**src/rtl/round_done_pkg.sv**
```systemverilog
// Shared types and defaults for the hardened round-done counter.
package round_done_pkg;

  localparam int unsigned CNT_W_DEF = 4;
  localparam int unsigned LD_M0_DEF = 11;
  localparam int unsigned LD_M1_DEF = 13;
  localparam int unsigned LD_M2_DEF = 15;

  typedef enum logic [1:0] {
    M128      = 2'd0,
    M192      = 2'd1,
    M256      = 2'd2,
    M_ILLEGAL = 2'd3
  } mode_t;

  // Default round count for a mode; the illegal mode maps to zero.
  function automatic logic [CNT_W_DEF-1:0] load_val(mode_t m);
    logic [CNT_W_DEF-1:0] v;
    case (m)
      M128:    v = CNT_W_DEF'(LD_M0_DEF);
      M192:    v = CNT_W_DEF'(LD_M1_DEF);
      M256:    v = CNT_W_DEF'(LD_M2_DEF);
      default: v = {CNT_W_DEF{1'b0}};
    endcase
    return v;
  endfunction

endpackage

```
**src/rtl/round_done_hardened_cnt.sv**
```systemverilog
// One copy of the round counter. INV=0 holds the true count (decrement,
// saturate at 0); INV=1 holds its complement (increment, saturate at ones).
module rd_cnt_cell #(
  parameter int unsigned W   = 4,
  parameter bit          INV = 1'b0
) (
  input  logic         clk,
  input  logic         rst,
  input  logic         clr,
  input  logic         ld,
  input  logic [W-1:0] ld_val,
  input  logic         en,
  output logic [W-1:0] cnt_o
);

  localparam logic [W-1:0] RST_VAL = {W{INV}};
  localparam logic [W-1:0] ONE     = {{(W-1){1'b0}}, 1'b1};

  logic [W-1:0] cnt_q;
  logic [W-1:0] cnt_d;

  // Next count: clear beats load beats a saturating step.
  always_comb begin
    cnt_d = cnt_q;
    if (clr) begin
      cnt_d = RST_VAL;
    end else if (ld) begin
      cnt_d = INV ? ~ld_val : ld_val;
    end else if (en && (cnt_q != RST_VAL)) begin
      cnt_d = INV ? (cnt_q + ONE) : (cnt_q - ONE);
    end else begin
      cnt_d = cnt_q;
    end
  end

  // Count register with its own reset encoding.
  always_ff @(posedge clk or posedge rst) begin
    if (rst) begin
      cnt_q <= RST_VAL;
    end else begin
      cnt_q <= cnt_d;
    end
  end

  assign cnt_o = cnt_q;

endmodule

```
**src/rtl/round_done_hardened.sv**
```systemverilog
// Round-done generator with a complemented shadow counter and sticky alarm.
module round_done_hardened
  import round_done_pkg::*;
#(
  parameter int unsigned CNT_W = CNT_W_DEF,
  parameter int unsigned LD_M0 = LD_M0_DEF,
  parameter int unsigned LD_M1 = LD_M1_DEF,
  parameter int unsigned LD_M2 = LD_M2_DEF
) (
  input  logic             clk,
  input  logic             rst,
  input  logic             ld,
  input  logic [1:0]       mode,
  input  logic             en,
  input  logic             abort,
  output logic             done,
  output logic             busy,
  output logic [CNT_W-1:0] remain,
  output logic             alarm
);

  localparam logic [CNT_W-1:0] LD0 = CNT_W'(LD_M0);
  localparam logic [CNT_W-1:0] LD1 = CNT_W'(LD_M1);
  localparam logic [CNT_W-1:0] LD2 = CNT_W'(LD_M2);
  localparam logic [CNT_W-1:0] ONE = {{(CNT_W-1){1'b0}}, 1'b1};

  mode_t            mode_s;
  logic [CNT_W-1:0] ld_val_s;
  logic [CNT_W-1:0] cnt_p_s;
  logic [CNT_W-1:0] cnt_s_s;
  logic             mismatch_s;
  logic             fault_s;
  logic             clr_s;
  logic             ld_ok_s;
  logic             ld_bad_s;
  logic             step_s;
  logic             done_q;
  logic             done_d;
  logic             alarm_q;
  logic             alarm_d;

  assign mode_s = mode_t'(mode);

  // Load value selected by mode; the illegal mode never reaches the counters.
  always_comb begin
    ld_val_s = {CNT_W{1'b0}};
    case (mode_s)
      M128:    ld_val_s = LD0;
      M192:    ld_val_s = LD1;
      M256:    ld_val_s = LD2;
      default: ld_val_s = {CNT_W{1'b0}};
    endcase
  end

  // Priority: alarm (or a live mismatch) > abort > ld > count.
  always_comb begin
    mismatch_s = (cnt_p_s != ~cnt_s_s);
    fault_s    = alarm_q | mismatch_s;
    clr_s      = fault_s | abort;
    ld_ok_s    = ld & (mode_s != M_ILLEGAL) & ~clr_s;
    ld_bad_s   = ld & (mode_s == M_ILLEGAL) & ~clr_s;
    step_s     = en & ~ld & ~clr_s;
    done_d     = (cnt_p_s == ONE) & en & ~ld & ~abort & ~fault_s;
    alarm_d    = alarm_q | mismatch_s | ld_bad_s;
  end

  rd_cnt_cell #(.W(CNT_W), .INV(1'b0)) u_cnt_p (
    .clk    (clk),
    .rst    (rst),
    .clr    (clr_s),
    .ld     (ld_ok_s),
    .ld_val (ld_val_s),
    .en     (step_s),
    .cnt_o  (cnt_p_s)
  );

  rd_cnt_cell #(.W(CNT_W), .INV(1'b1)) u_cnt_s (
    .clk    (clk),
    .rst    (rst),
    .clr    (clr_s),
    .ld     (ld_ok_s),
    .ld_val (ld_val_s),
    .en     (step_s),
    .cnt_o  (cnt_s_s)
  );

  // Completion pulse and sticky alarm registers.
  always_ff @(posedge clk or posedge rst) begin
    if (rst) begin
      done_q  <= 1'b0;
      alarm_q <= 1'b0;
    end else begin
      done_q  <= done_d;
      alarm_q <= alarm_d;
    end
  end

  assign done   = done_q;
  assign alarm  = alarm_q;
  assign busy   = (cnt_p_s != {CNT_W{1'b0}});
  assign remain = cnt_p_s;

endmodule

```
**config.mk**
```make
export PLATFORM = sky130hd
export DESIGN_NAME = round_done_hardened
export DESIGN_NICKNAME = d
export VERILOG_FILES = /design/src/rtl/round_done_pkg.sv /design/src/rtl/round_done_hardened_cnt.sv /design/src/rtl/round_done_hardened.sv
export SDC_FILE = /design/constraint.sdc
export NUM_CORES = 1
export LEC_CHECK = 0
export BUFFER_PORTS_ARGS = -buffer_cell sky130_fd_sc_hd__clkbuf_2
export CAP_MARGIN = 20
export CORE_MARGIN = 10
export CORE_UTILIZATION = 52
export CTS_BUF_LIST = sky130_fd_sc_hd__clkbuf_4 sky130_fd_sc_hd__clkbuf_8
export DETAILED_ROUTE_END_ITERATION = 10
export GPL_ROUTABILITY_DRIVEN = 0
export PLACE_DENSITY = 0.76
export RECOVER_POWER = 50
export SLEW_MARGIN = 20
export SYNTH_ARGS = -nofsm -noshare
export SYNTH_HDL_FRONTEND = slang
export SYNTH_SLANG_ARGS = --single-unit
```
**constraint.sdc**
```tcl
create_clock -name clk -period 2.5 [get_ports clk]
set_clock_uncertainty 0.15 [all_clocks]
set_input_delay 0 -clock clk [delete_from_list [all_inputs] [get_ports clk]]
set_output_delay 0 -clock clk [all_outputs]
set_load 0.05 [all_outputs]
```
* Yosys cells after proc, flatten, opt, wreduce, memory -nomap -nowiden
Index checks and enable logic that the tools add are counted.
** Storage, ports and cells
- Output and inout port bits :: 7
- Bits in registers :: 10
- Input port bits :: 7
- Word-level logic and storage cells :: 45
** Operators by class
- Equality and inequality tests :: 7
- Mux-type cells :: 7
- Reduce and logical (&&, ||, !) cells :: 6
- Bitwise gates (word level) :: 19
- $add $sub $neg :: 2
** Operators with widths (count)
- 4-bit 2-to-1 mux :: 6
- 4-bit one-hot mux with 3 select lines :: 1
- 1-bit AND :: 10
- 4-bit inverter :: 2
- 3-bit nonzero test :: 2
- 4-bit by 1-bit adder with 4-bit output (second input constant) :: 1
- 2-bit equality test (second input constant) :: 2
- 4-bit by 1-bit equality test with 1-bit output (second input constant) :: 1
- 4-bit != test :: 1
- 4-bit != test (second input constant) :: 1
- 1-bit inverter :: 4
- 4-bit nonzero test :: 1
- 4-bit by 1-bit subtractor with 4-bit output (second input constant) :: 1
- 1-bit OR :: 3
- 2-bit by 1-bit equality test with 1-bit output (second input constant) :: 1
- 1-bit logical AND :: 2
- 2-bit zero test :: 1
- 2-bit != test (second input constant) :: 1

* Longest topological paths before layout
- Word-level depth :: 10
- Gate-level depth with buffers :: 6
- Mapped depth without buffers :: 6

* Modules after synthesis
From an unflattened synthesis, not the netlist that was laid out.
** Unflattened totals
- Cell total of the unflattened synthesis :: 89
- Area total of the unflattened synthesis :: 803.3 µm²
** Modules (own cells, without submodules)
- rd_cnt_cell at u_cnt_p :: cells an instance 31, area each 299.0 µm², seq. area each 100.1 µm², times used 1
- rd_cnt_cell at u_cnt_s :: cells an instance 31, area each 280.3 µm², seq. area each 105.1 µm², times used 1
- round_done_hardened :: cells an instance 27, area each 224.0 µm², seq. area each 50.0 µm², times used 1

* Least setup slack after synthesis
Ideal clock, no wire load.
- Path kind :: register -> register
- Start :: reg u_cnt_p.cnt_q[0] (netlist: u_cnt_p.cnt_o[0])
- End :: reg u_cnt_p.cnt_q[0] (netlist: u_cnt_p.cnt_o[0])
- Cell stages (with the launch flop) :: 6
- Arrival time :: 2.091 ns
- Setup time :: 0.126 ns
- Data required time :: 2.224 ns
- Path buffers :: 0
- Period minus slack after synthesis :: 2.367 ns
- Slack :: 0.133 ns
- Path through :: dfrtp_1 > inv_1 > ha_1 > or3b_1 > and3_1 > o311a_1
** On the way
- Elaborated cells between the ends (all ways) :: 13
- Those cells by class :: 1 x add/sub; 1 x eq/ne; 3 x mux; 5 x bitwise; 3 x reduce/logical
** RTL lines
- from (decl) :: line round_done_hardened_cnt.sv:19 : logic [W-1:0] cnt_q;
- from (signal assigned) :: line round_done_hardened_cnt.sv:41 : cnt_q <= cnt_d;
- 4-bit nonzero test
- via busy :: line round_done_hardened.sv:17 : output logic busy,
- 1-bit logical AND :: line round_done_hardened_cnt.sv:29 : end else if (en && (cnt_q != RST_VAL)) begin
- 3-bit nonzero test (no source line)
The timed path passes the listed nets, and every way through them passes these cells. The select of a mux whose other input is x is not followed.
A chain may end at the register's enable or synchronous reset.

* Worst setup path in the final report
- Start :: reg u_cnt_s.cnt_q[2] (netlist: u_cnt_s.cnt_o[2])
- End :: reg alarm_q (netlist: alarm)
** On the way
- Word-level cells in the longest chain between the ends :: 7
** Ends and longest elaborated chain
- from (decl) :: line round_done_hardened_cnt.sv:19
- from (signal assigned) :: line round_done_hardened_cnt.sv:41
- 4-bit inverter * :: line round_done_hardened.sv:57 : mismatch_s = (cnt_p_s != ~cnt_s_s);
- 4-bit != test * :: line round_done_hardened.sv:57
- 1-bit OR * :: line round_done_hardened.sv:58, round_done_hardened.sv:64
- 1-bit OR :: line round_done_hardened.sv:59 : clr_s = fault_s | abort;
- 1-bit inverter :: line round_done_hardened.sv:61 : ld_bad_s = ld & (mode_s == M_ILLEGAL) & ~clr_s;
- 1-bit AND :: line round_done_hardened.sv:61
- 1-bit OR * :: line round_done_hardened.sv:64 : alarm_d = alarm_q | mismatch_s | ld_bad_s;
- via alarm_d :: line round_done_hardened.sv:40 : logic alarm_d;
- to (signal assigned) :: line round_done_hardened.sv:94 : alarm_q <= alarm_d;
- to (decl) :: line round_done_hardened.sv:39 : logic alarm_q;
The timed path passes the listed nets; every way through them passes the cells marked *.

==> flow_summary_export.csv <==
group,metric,value,unit
run_status,status,"complete, no violations",
place,hpwl,1355,µm
grt,grt_pass1_wl,2801,µm
route,drc_errors,0,
pwr,power_density,374.0,nW/µm²
setup_path,worstSetupEndpointType,"register",
route,firstDrtPassIters,4,
floorplan,boundaryPins,14,
timing,min_period,1.982,ns
grt,grt_pass1_vias,591,
clock_tree,numCtsBuffers,3,
synthesis,yosys.area_share.simple,25.00,%
synthesis,synth_mux_area_share,1.361,%
timing,setup_viol,0,
final_layout,drive_above_1_share,22.34,%
clock_tree,htree_levels,1,
timing,timing.final.ws_setup,0.5177,ns
grt,antenna_found_initial,0,
clock_tree,path_clk_slew,0.08,ns
place,dp_slack,0.5901,ns
final_layout,fin_area,874.6,µm²
timing,hold_slack,0.08126,ns
setup_path,critPathLaunch,"u_cnt_s.cnt_o[2]",
final_layout,n_antenna_cell,0,
clock_tree,clockBufferDepth,2,
floorplan,initial_core_util,55.84,%
synthesis,synth_top_family_by_area,"simple AND/OR/NAND/NOR gates",
floorplan,rows,13,
timing,worst_pin_slew,0.6029,ns
synthesis,synth_xor_area_share,7.143,%
grt,grt_usage,10.22,%
route,viasPerCell,5.780,
timing,min_period_over_period,79.29,%
final_layout,postLayoutCoreUtil,66.38,%
timing,max_slew_margin,59.98,%
pwr,vdd_drop_max,0.0002078,V
synthesis,syn-num-nets,90,
synthesis,synth_adder_area_share,13.61,%
clock_tree,cts_resized,0,
timing,max_freq,504.5,MHz
route,wl_per_cell,15.91,µm
route,postRouteAntennaNets,0,
synthesis,synth-compound-area-share,14.46,%
synthesis,synth_top_area_share,20.41,%
min_path,min-delay-path-class,"input pin to register",
floorplan,die_area,3319,µm²
synthesis,synth_cell_type_count,33,
timing,slew_viol_final,0,
floorplan,die_h,57.62,µm
floorplan,coreArea,1318,µm²
pwr,leakage,0.4052,nW
route,wl,1734,µm
clock_tree,insertion_delay,0.27,ns
grt,grt_overflow,0,
setup_path,critPathMaxStageDelay,0.58,ns
synthesis,synth_cells,75,
setup_path,r2r_start,"u_cnt_s.cnt_o[2]",
synthesis,syn_area,735.7,µm²
timing,tns,0,ns
setup_path,critPathRequiredTime,2.48,ns
synthesis,ys_seq_elements,10,
timing,hold_viol,0,
min_path,worstHoldStart,"ld",
place,place_area,818.3,µm²
setup_path,path_class,"register to register",
clock_tree,cts_tree,"yes",
synthesis,synthTopCellsByArea,"dfrtp_1 20%, dfstp_2 14%, ha_1 14%",
place,io_buffers,13,
synthesis,avgSynthCellArea,9.809,µm²
setup_path,cp_max_fo,6,
final_layout,synthToLayoutAreaGrowth,18.88,%
setup_path,startpoint_type,"register",
synthesis,ys_seq_area_share,34.69,%
route,vias,630,
synthesis,synth_area_leader_cell,"dfrtp_1",
grt,grt_max_degree,11,
clock_tree,cts.sinks,10,
setup_path,crit_buf_inv,1,
setup_path,slowest_stage,"dfstp_2",
pwr,finalPower,327.1,µW
route,drt_iter0_drc,12,
setup_path,path_cells,"xor2_1, nand3_2, nor3_1, o21ai_0, dlygate4sd3_1",
place,dp_cells,102,
clock_tree,cts_root_buf,"clkbuf_4",
setup_path,cp_top_family,"flip-flops",
final_layout,nets,110,
final_layout,layout.cells.non_filler,109,
job,drv_cap,0,
setup_path,critPathArrivalTime,1.97,ns
floorplan,die_x,57.62,µm
synthesis,ys_warn_count,0,
timing,rsz0062_at_grt,"false",
cells in the mapped netlist:
library cell	n
o311ai_0	1
mux2i_1	1
and4_1	1
o21a_1	2
o21ai_0	1
nor3_1	6
nor2b_1	5
a31oi_1	1
or3b_1	1
clkbuf_1	1
a211oi_1	2
nand4_1	1
ha_1	8
nor2_1	3
nand2_1	2
dfrtp_1	6
o311a_1	1
nor4_4	1
xnor2_1	2
and4b_1	1
a221oi_1	1
nor3b_1	1
o31ai_1	2
and3_1	1
nand2b_1	3
a21oi_1	3
xor2_1	4
and2_1	1
nand3_2	1
buf_2	1
inv_1	5
dfstp_2	4
o211ai_1	1
metal layers:
layer | wire length (µm) | GRT usage, %
met3 | 192 | 3.922
met2 | 881 | 16.87
met1 | 647 | 12.30
met5 | 0 | 0
met4 | 12 | 2.013
registers in the layout, indices dropped and copies added, names as in the netlist:
signal,cells
u_cnt_s.cnt_o,4
alarm,1
done,1
u_cnt_p.cnt_o,4
logic make-up after synthesis:
family / after synthesis
AOI/OAI and AO/OA: 15
xor gates and xnor gates: 6
adders and majority gates: 8
buffers and inverters: 7
DFF: 10
muxes: 1
and+or+nand+nor: 28
placed cells by master (no fill, tap or decap), types with 2 or more instances in the layout:
cell type and count:
xor2_1 4, clkbuf_4 4, o31ai_1 2, xnor2_1 2, dfstp_2 4, ha_1 8, nor2b_1 5, nand2_1 2
nor2_1 3, clkbuf_1 3, nand2b_1 3, dfrtp_1 6, nor3_1 6, a21oi_1 3, inv_1 5, a211oi_1 2
clkbuf_2 10, dlygate4sd3_1 3, o21a_1 2
worst reg2reg max path: stages, from the launching register on:
cell,delay (ns)
dfstp_2,0.58
xor2_1,0.17
nand3_2,0.11
nor3_1,0.17
o21ai_0,0.10
dlygate4sd3_1,0.56
where the power goes:
| group | switching [mW] | total (mW) | internal [mW] | leakage, nW |
|---|---|---|---|---|
| Combinational | 0.0210 | 0.0353 | 0.0144 | 0.266 |
| Clock | 0.0574 | 0.130 | 0.0723 | 0.0184 |
| Sequential | 0 | 0.162 | 0.162 | 0.121 |
path summary, 6_finish.rpt:
kind | endpoint | slack [ns] | cells past startpoint
worst max register to register | alarm | 0.52 | 5
worst min register to register | u_cnt_s.cnt_o[1] | 0.47 | 2
max in group asynchronous | u_cnt_s.cnt_o[0] | 1.77 | 3
min in group asynchronous | u_cnt_p.cnt_o[3] | 0.09 | 3
worst max-delay path | alarm | 0.52 | 5
worst min-delay path | done | 0.08 | 3
cell type report:
class,instances,area (µm²)
multi-input cells,58,452.9
fillers,119,442.9
flip-flops and latches,10,255.2
repair buffers,17,98.84
clock buffers,4,30.03
inverters,5,18.77
well taps,15,18.77
repair_timing:
item,4_1_cts,5_1_grt
hold endpoints to repair,19,0
hold buffers,3,0
setup buffers,0,0
(Power assumes the default switching activity.)
